File: config.mk
export PLATFORM = sky130hd
export DESIGN_NAME = sample_accumulator
export DESIGN_NICKNAME = d
export VERILOG_FILES = /design/src/rtl/sample_accumulator_pkg.sv /design/src/rtl/sample_accumulator_fifo2.sv /design/src/rtl/sample_accumulator.sv
export SDC_FILE = /design/constraint.sdc
export NUM_CORES = 1
export LEC_CHECK = 0
export ABC_CLOCK_PERIOD_IN_PS = 8000
export CAP_MARGIN = 30
export CORE_ASPECT_RATIO = 0.6
export CORE_UTILIZATION = 60
export DETAILED_ROUTE_END_ITERATION = 8
export PLACE_DENSITY = 0.85
export SLEW_MARGIN = 10
export SYNTH_ARGS = -nofsm -noshare
export SYNTH_HDL_FRONTEND = slang
export SYNTH_HIERARCHICAL = 1
export SYNTH_SLANG_ARGS = --single-unit
File: constraint.sdc
create_clock -name CLK -period 8 [get_ports CLK]
set_clock_uncertainty 0.1 [all_clocks]
set_input_delay 0.8 -clock CLK [delete_from_list [all_inputs] [get_ports CLK]]
set_output_delay 0.8 -clock CLK [all_outputs]
set_load 0.05 [all_outputs]
File: src/rtl/sample_accumulator_pkg.sv
// Shared support definitions for the sample accumulator: width helpers and
// the output buffer occupancy encoding.
package sample_accumulator_pkg;

  function automatic int clog2(input int n);
    int r;
    r = 0;
    for (int v = 1; v < n; v = v * 2) begin
      r++;
    end
    return r;
  endfunction

  // The block counter needs at least one bit even when NACC is 1.
  function automatic int cnt_width(input int nacc);
    return (clog2(nacc) < 1) ? 1 : clog2(nacc);
  endfunction

  function automatic int sum_width(input int nbits, input int nacc);
    return nbits + clog2(nacc);
  endfunction

  typedef enum logic [1:0] {
    BUF_EMPTY = 2'd0,
    BUF_ONE   = 2'd1,
    BUF_FULL  = 2'd2
  } buf_state_e;

endpackage

File: src/rtl/sample_accumulator_fifo2.sv
// Two-entry register FIFO holding finished block sums; the head is a flop so
// the consumer sees a registered, stable value.
//
// state     | meaning
// BUF_EMPTY | nothing buffered, dout is don't-care
// BUF_ONE   | head valid, tail unused
// BUF_FULL  | head and tail both valid
module sum_fifo2
  import sample_accumulator_pkg::*;
#(
  parameter int DW = 10
) (
  input  logic          clk,
  input  logic          rst_n,
  input  logic          push,
  input  logic          pop,
  input  logic [DW-1:0] din,
  output logic [DW-1:0] dout,
  output logic          valid,
  output logic          full
);

  buf_state_e    state_q, state_d;
  logic [DW-1:0] head_q, head_d;
  logic [DW-1:0] tail_q, tail_d;

  always_ff @(posedge clk or negedge rst_n) begin
    if (!rst_n) begin
      state_q <= BUF_EMPTY;
      head_q  <= '0;
      tail_q  <= '0;
    end else begin
      state_q <= state_d;
      head_q  <= head_d;
      tail_q  <= tail_d;
    end
  end

  always_comb begin
    state_d = state_q;
    head_d  = head_q;
    tail_d  = tail_q;
    unique case (state_q)
      BUF_EMPTY: begin
        if (push) begin
          head_d  = din;
          state_d = BUF_ONE;
        end
      end
      BUF_ONE: begin
        if (push && pop) begin
          head_d = din;
        end else if (push) begin
          tail_d  = din;
          state_d = BUF_FULL;
        end else if (pop) begin
          state_d = BUF_EMPTY;
        end
      end
      BUF_FULL: begin
        // The producer is held off while full, so only a pop can happen here.
        if (pop) begin
          head_d  = tail_q;
          state_d = BUF_ONE;
        end
      end
      default: state_d = BUF_EMPTY;
    endcase
  end

  assign dout  = head_q;
  assign valid = (state_q != BUF_EMPTY);
  assign full  = (state_q == BUF_FULL);

endmodule

File: src/rtl/sample_accumulator.sv
// Sums every NACC accepted samples into one wider result and hands it to a
// two-entry output buffer; FLUSH emits a partial block early.
module sample_accumulator
  import sample_accumulator_pkg::*;
#(
  parameter int NBITS = 8,
  parameter int NACC  = 4
) (
  input  logic                               CLK,
  input  logic                               RESET,
  input  logic [NBITS-1:0]                   XIN,
  input  logic                               XIN_VALID,
  output logic                               XIN_READY,
  input  logic                               FLUSH,
  output logic [sum_width(NBITS, NACC)-1:0]  SUM,
  output logic                               SUM_VALID,
  input  logic                               SUM_READY
);

  localparam int OBITS = sum_width(NBITS, NACC);
  localparam int CNTW  = cnt_width(NACC);

  logic [OBITS-1:0] acc_q, acc_d;
  logic [CNTW-1:0]  cnt_q, cnt_d;
  logic [OBITS-1:0] nxt;
  logic             accept;
  logic             pop;
  logic             cnt_last;
  logic             complete;
  logic             flush_push;
  logic             push;
  logic             buf_full;
  logic             buf_valid;

  assign cnt_last = (cnt_q == CNTW'(NACC - 1));

  // Ready looks only at registered buffer state and FLUSH, never SUM_READY.
  assign XIN_READY = !(buf_full && (cnt_last || FLUSH));
  assign accept    = XIN_VALID && XIN_READY;
  assign pop       = buf_valid && SUM_READY;

  always_comb begin
    nxt        = acc_q + (accept ? OBITS'(XIN) : '0);
    complete   = accept && cnt_last;
    // A flush that finds the buffer full is dropped; the partial sum stays.
    flush_push = FLUSH && (cnt_q != '0 || accept) && !complete && !buf_full;
    push       = complete || flush_push;
    acc_d      = acc_q;
    cnt_d      = cnt_q;
    if (push) begin
      acc_d = '0;
      cnt_d = '0;
    end else if (accept) begin
      acc_d = nxt;
      cnt_d = cnt_q + CNTW'(1);
    end
  end

  always_ff @(posedge CLK or negedge RESET) begin
    if (!RESET) begin
      acc_q <= '0;
      cnt_q <= '0;
    end else begin
      acc_q <= acc_d;
      cnt_q <= cnt_d;
    end
  end

  sum_fifo2 #(
    .DW(OBITS)
  ) u_fifo (
    .clk  (CLK),
    .rst_n(RESET),
    .push (push),
    .pop  (pop),
    .din  (nxt),
    .dout (SUM),
    .valid(buf_valid),
    .full (buf_full)
  );

  assign SUM_VALID = buf_valid;

endmodule

# Word level (Yosys, flattened, before mapping)

Cells that the tools add are included.

Bits of input ports: 13
Output and inout port bits: 12
Register bits after elaboration: 34

Reductions and logical operators: 22
$add $sub $neg: 2
Equality and inequality tests: 8
Muxes and demuxes: 15
Bitwise logic cells: 1

Operator list:

| operator                                                                 | count |
|---|---|
| 10-bit two-way mux                                                       | 5 |
| 10-bit case mux with 3 select lines                                      | 1 |
| 2-bit two-way mux                                                        | 7 |
| 10-bit by 8-bit adder with 10-bit output                                 | 1 |
| 1-bit logical AND                                                        | 8 |
| 8-bit two-way mux                                                        | 1 |
| 4-bit AND reduction                                                      | 2 |
| 2-bit by 1-bit inequality test with 1-bit output (second input constant) | 3 |
| 2-bit case mux with 3 select lines                                       | 1 |
| 2-bit nonzero test                                                       | 3 |
| 2-bit equality test (second input constant)                              | 2 |
| 1-bit zero test                                                          | 3 |
| 1-bit logical OR                                                         | 3 |
| 3-bit by 1-bit inequality test with 1-bit output (second input constant) | 1 |
| 3-bit AND reduction                                                      | 1 |
| 3-bit nonzero test                                                       | 1 |
| 2-bit by 1-bit adder with 2-bit output (second input constant)           | 1 |
| 2-bit by 1-bit equality test with 1-bit output (second input constant)   | 1 |
| 2-bit zero test                                                          | 1 |
| 2-bit inequality test (second input constant)                            | 1 |
| 1-bit inverter                                                           | 1 |

# Depth between registers and ports, before layout

Word-level depth: 13
Depth in mapped cells: 14
Mapped depth without buffers: 13

# Hierarchy

The synthesis kept the hierarchy.

By module, submodules not included:

| module             | cells an instance | times used | area an instance (µm²) |
|---|---|---|---|
| sum_fifo2          | 67                | 1          | 1093.5 |
| sample_accumulator | 119               | 1          | 996.0 |

# Least setup slack after synthesis

Ideal clock, no wire load.

Path kind: input to register
Start point: input port FLUSH
End point: register u_fifo.head_q[6], in the netlist u_fifo/dout[6]
Slack: 4.365 ns
Stages: 10
Setup time: 0.125 ns
Arrival time: 3.410 ns
Cell sequence: o21ai_2 and3_1 ha_1 nor2b_4 o31a_1 o21a_1 or3_1 and2_1 mux2_4 mux2_4

Elaborated cells between the ends (all ways): 20
Classes of those cells: add/sub (1); eq/ne (2); mux (4); reduce/logical (13)

RTL lines:

| what                                       | line                                                           | text |
|---|---|---|
| from (decl)                                | sample_accumulator.sv:14                                       | `input logic FLUSH,` |
| 1-bit logical OR *                         | sample_accumulator.sv:38                                       | `assign XIN_READY = !(buf_full && (cnt_last \|\| FLUSH));` |
| 1-bit logical AND *                        | sample_accumulator.sv:38                                       |  |
| 1-bit zero test *                          | sample_accumulator.sv:38                                       |  |
| 1-bit logical AND *                        | sample_accumulator.sv:39                                       | `assign accept = XIN_VALID && XIN_READY;` |
| 8-bit two-way mux *                        | sample_accumulator.sv:43                                       | `nxt = acc_q + (accept ? OBITS'(XIN) : '0);` |
| 10-bit by 8-bit adder with 10-bit output * | sample_accumulator.sv:43                                       |  |
| named net nxt[6]                           | sample_accumulator.sv:25                                       | `logic [OBITS-1:0] nxt;` |
| 10-bit two-way mux (on tied branches)      | sample_accumulator_fifo2.sv:51, sample_accumulator_fifo2.sv:45 |  |
| 10-bit case mux with 3 select lines *      | sample_accumulator_fifo2.sv:43                                 | `unique case (state_q)` |
| to (signal assigned)                       | sample_accumulator_fifo2.sv:30                                 | `head_q <= '0;` |
| to (signal assigned)                       | sample_accumulator_fifo2.sv:34                                 | `head_q <= head_d;` |
| to (decl)                                  | sample_accumulator_fifo2.sv:24                                 | `logic [DW-1:0] head_q, head_d;` |

Mark *: on every way through the listed nets, which the timed path passes. The rest lies on a longest branch. The select of a mux whose other input is x is not followed.
A chain may end at the register's enable or synchronous reset.

# Final worst setup path

Ends and elaborated chain as after synthesis.

==> impl_results.md <==
* Status: complete, no violations
* Post-DRT Antenna Nets at 0
* Clock Power Share at 17.3%
* Cell Rows at 16
* Total wire length after detailed routing at 4510 um
* YS warnings at 6
* Worst-Margin Slew at 0.547 ns
* Peak VDD IR at 193 uV
* Endpoints failing setup at 0
* Unrepaired setup endpoints after global routing: false
* FF+latch area at 851 um2
* CP Launch Type: input pin
* Starting Density at 63.6%
* Final min period at 3.86 ns
* # IOs at 25
* MaxCap Viol Count at 0
* Comb pwr share at 52.3%
* Fin nets at 239
* Vias at 1544
* Area Growth Syn to Fin at 18.1%
* Fill cells at 230
* CTS Buf Count at 5
* Yosys reg bits at 34
* Fmax at 259 MHz
* Clk_lat worst skew at 0.28 ns
* Crit end category: flop
* Die Width at 78.2 um
* H-tree Lvls at 2
* Vias in the first global route at 1444
* Hold buffer count at cts at 0
* Core area at 3280 um2
* Final Hold Fails at 0
* Hold WC Path Type: flop to flop
* Post-synth net total at 210
* CTS Sinks at 34
* First-pass GRT wire length at 6960 um
* Final period util at 48.2%
* Total congestion overflow at 0
* DP Worst Slack at 3.90 ns
* Initial antenna violation count at 0
* P_leak at 1.15 nW
* Worst Path Arrival at 3.93 ns
* Post-CTS sizing at 0
* WL/cell at 17.3 um
* Crit-path max cell delay at 0.50 ns
* CP Max Fanout at 10
* Clock Path Buffers at 2
* Placer Congestion at 0.914
* # port buffers at 24
* Synth Area per Inst at 11.2 um2
* CP required at 8.07 ns
* Setup bufs post-CTS at 0
* Final WS setup at 4.14 ns
* Most common flop cell mapped by yosys: dfrtp_1
* Post-Syn Area at 2090 um2
* Asr flop ratio synth at 100%
* Initial DRC count at 117
* HPWL Detailed at 3190 um
* Register area share after synthesis at 40.7%
* R2R Setup Slk at 4.19 ns
* Sw Ratio at 39.4%
* Total track usage at 25.9%
* Pin count of the biggest net entering global routing at 35
* Multi-input logic area at 1160 um2
* CP cell instances: clkdlybuf4s50_1 > o21ai_2 > and2_1 > nand2_1 > fa_1 > nor2b_4 > o31a_1 > o21a_1 > o21ai_0 > and2_1 > mux2_4 > mux2_4
* Fraction of layout cells with a size suffix above 1 at 19.4%
* CTS tree: built
* Max Slew Vio Count at 0
* DR DRC count at 0
* Synth unique cells at 42
* N_diodes at 0
* Cell family with the largest share of critical-path delay: simple AND/OR/NAND/NOR gates
* P per Cell Area at 364 nW/um2
* Slew margin rel. at 63.4%
* Post-synthesis cell count at 186
* Clock Pin Slew Worst Setup and Hold Paths at 0.07 ns
* Setup CP Type: input pin to flop
* Sequential fraction of design power at 30.4%
* Die ar. at 3730 um2
* Drt pass-1 iters at 4
* Crit path buf inv count at 1
* Setup TNS at 0 ns
* CP max stage cell: fa_1
* Reported net switching power at 0.000354 W
* Internal at 0.000544 W
* Post-synth EDFFs at 0
* Die height at 47.7 um
* Via density at 5.92
* Clock Tree Root: clkbuf_8
[final timing paths]
kind | startpoint | end | cells past startpoint
max | FLUSH | u_fifo/dout[6] | 12
min | u_fifo/tail_q[9] | u_fifo/tail_q[9] | 1
max reg2reg | u_fifo/state_q[1] | u_fifo/dout[6] | 13
min reg2reg | u_fifo/tail_q[9] | u_fifo/tail_q[9] | 1
max in group asynchronous | RESET | u_fifo/tail_q[7] | 2
min in group asynchronous | RESET | u_fifo/dout[3] | 2
[cell families (layout without fill, tap and decap cells)]
family	Yosys count	in the layout	share of synthesized area (%)
buffers and inverters	14	44	3.71
adders and majority gates	11	11	6.95
muxes	32	32	20.4
DFF	34	34	40.7
xor gates and xnor gates	8	8	3.35
AOI/OAI and AO/OA	36	36	11.7
and+or+nand+nor	51	51	13.2
[flip-flops by register name, indices dropped and copies added (netlist names)]
| signal | flops |
|---|---|
| acc_q | 10 |
| u_fifo/dout | 10 |
| u_fifo/tail_q | 10 |
| cnt_q | 2 |
| u_fifo/state_q | 2 |
[metrics by stage]
step / hold slack [ns] / total power, W / cells / util (%) / cell area, um2
floorplan: 0.352 / 0.000624 / 186 / - / 2090
global placement: 0.362 / 0.000710 / 253 / 71.9 / 2360
detailed placement: 0.368 / 0.000736 / 253 / 71.9 / 2360
CTS: 0.384 / 0.000896 / 261 / 75.2 / 2470
global route: 0.408 / 0.000943 / 261 / 75.2 / 2470
finish: 0.383 / 0.000897 / 261 / 75.2 / 2470
[power groups by stage]
stage,Clock [W],Sequential (W),Combinational [W]
final,0.000156,0.000273,0.000469
after global routing,0.000165,0.000279,0.000499
after CTS,0.000157,0.000272,0.000467
after detailed placement,0,0.000274,0.000461
after global placement,0,0.000270,0.000440
after floorplan,0,0.000331,0.000293
[synthesized netlist by cell type (2+ instances only)]
| cell type | number | share of area [%] |
|---|---|---|
| dfrtp_1 | 34 | 41 |
| o22ai_1 | 2 | 0.60 |
| mux2_1 | 2 | 1.1 |
| nor2b_4 | 3 | 2.0 |
| nand2_1 | 16 | 2.9 |
| o21a_1 | 3 | 1.1 |
| mux2_4 | 18 | 13 |
| a21oi_1 | 13 | 3.1 |
| xor2_1 | 3 | 1.3 |
| xnor2_1 | 5 | 2.1 |
| nor2_1 | 10 | 1.8 |
| mux2_2 | 10 | 5.4 |
| ha_1 | 10 | 6.0 |
| o21ai_0 | 4 | 0.96 |
| mux2i_1 | 2 | 0.96 |
| o21bai_1 | 3 | 1.1 |
| inv_1 | 10 | 1.8 |
| a22o_1 | 2 | 0.84 |
| and3_1 | 7 | 2.1 |
| nand2b_1 | 2 | 0.60 |
| nand3_1 | 2 | 0.48 |
| and2_1 | 5 | 1.5 |
[layout make-up]
class | instances | area share (%)
Clock buffer | 7 | 3.09
Clock inverter | 1 | 1.22
Inverter | 10 | 1.52
Multi-Input combinational cell | 138 | 47.1
Sequential cell | 34 | 34.5
Tap cell | 45 | 2.28
Timing Repair Buffer | 26 | 10.3
[routing by layer]
metal,vias up,GRT usage (%),share of wire [%]
li1,711,-,-
met1,748,33.4,46
met2,67,44.7,46
met3,18,6.29,6.5
met4,0,8.89,2.2
met5,-,0,0
[layout by cell type (no fill, tap or decap), types with 3 or more instances in the layout]
cell type and instances:
dfrtp_1 34, clkdlybuf4s50_1 24, mux2_4 18, nand2_1 16
a21oi_1 13, inv_1 10, nor2_1 10, ha_1 10
mux2_2 10, and3_1 7, and2_1 5, xnor2_1 5
clkbuf_8 5, o21ai_0 4, o21bai_1 3, nor2b_4 3
o21a_1 3, xor2_1 3
(Power assumes the default switching activity.)
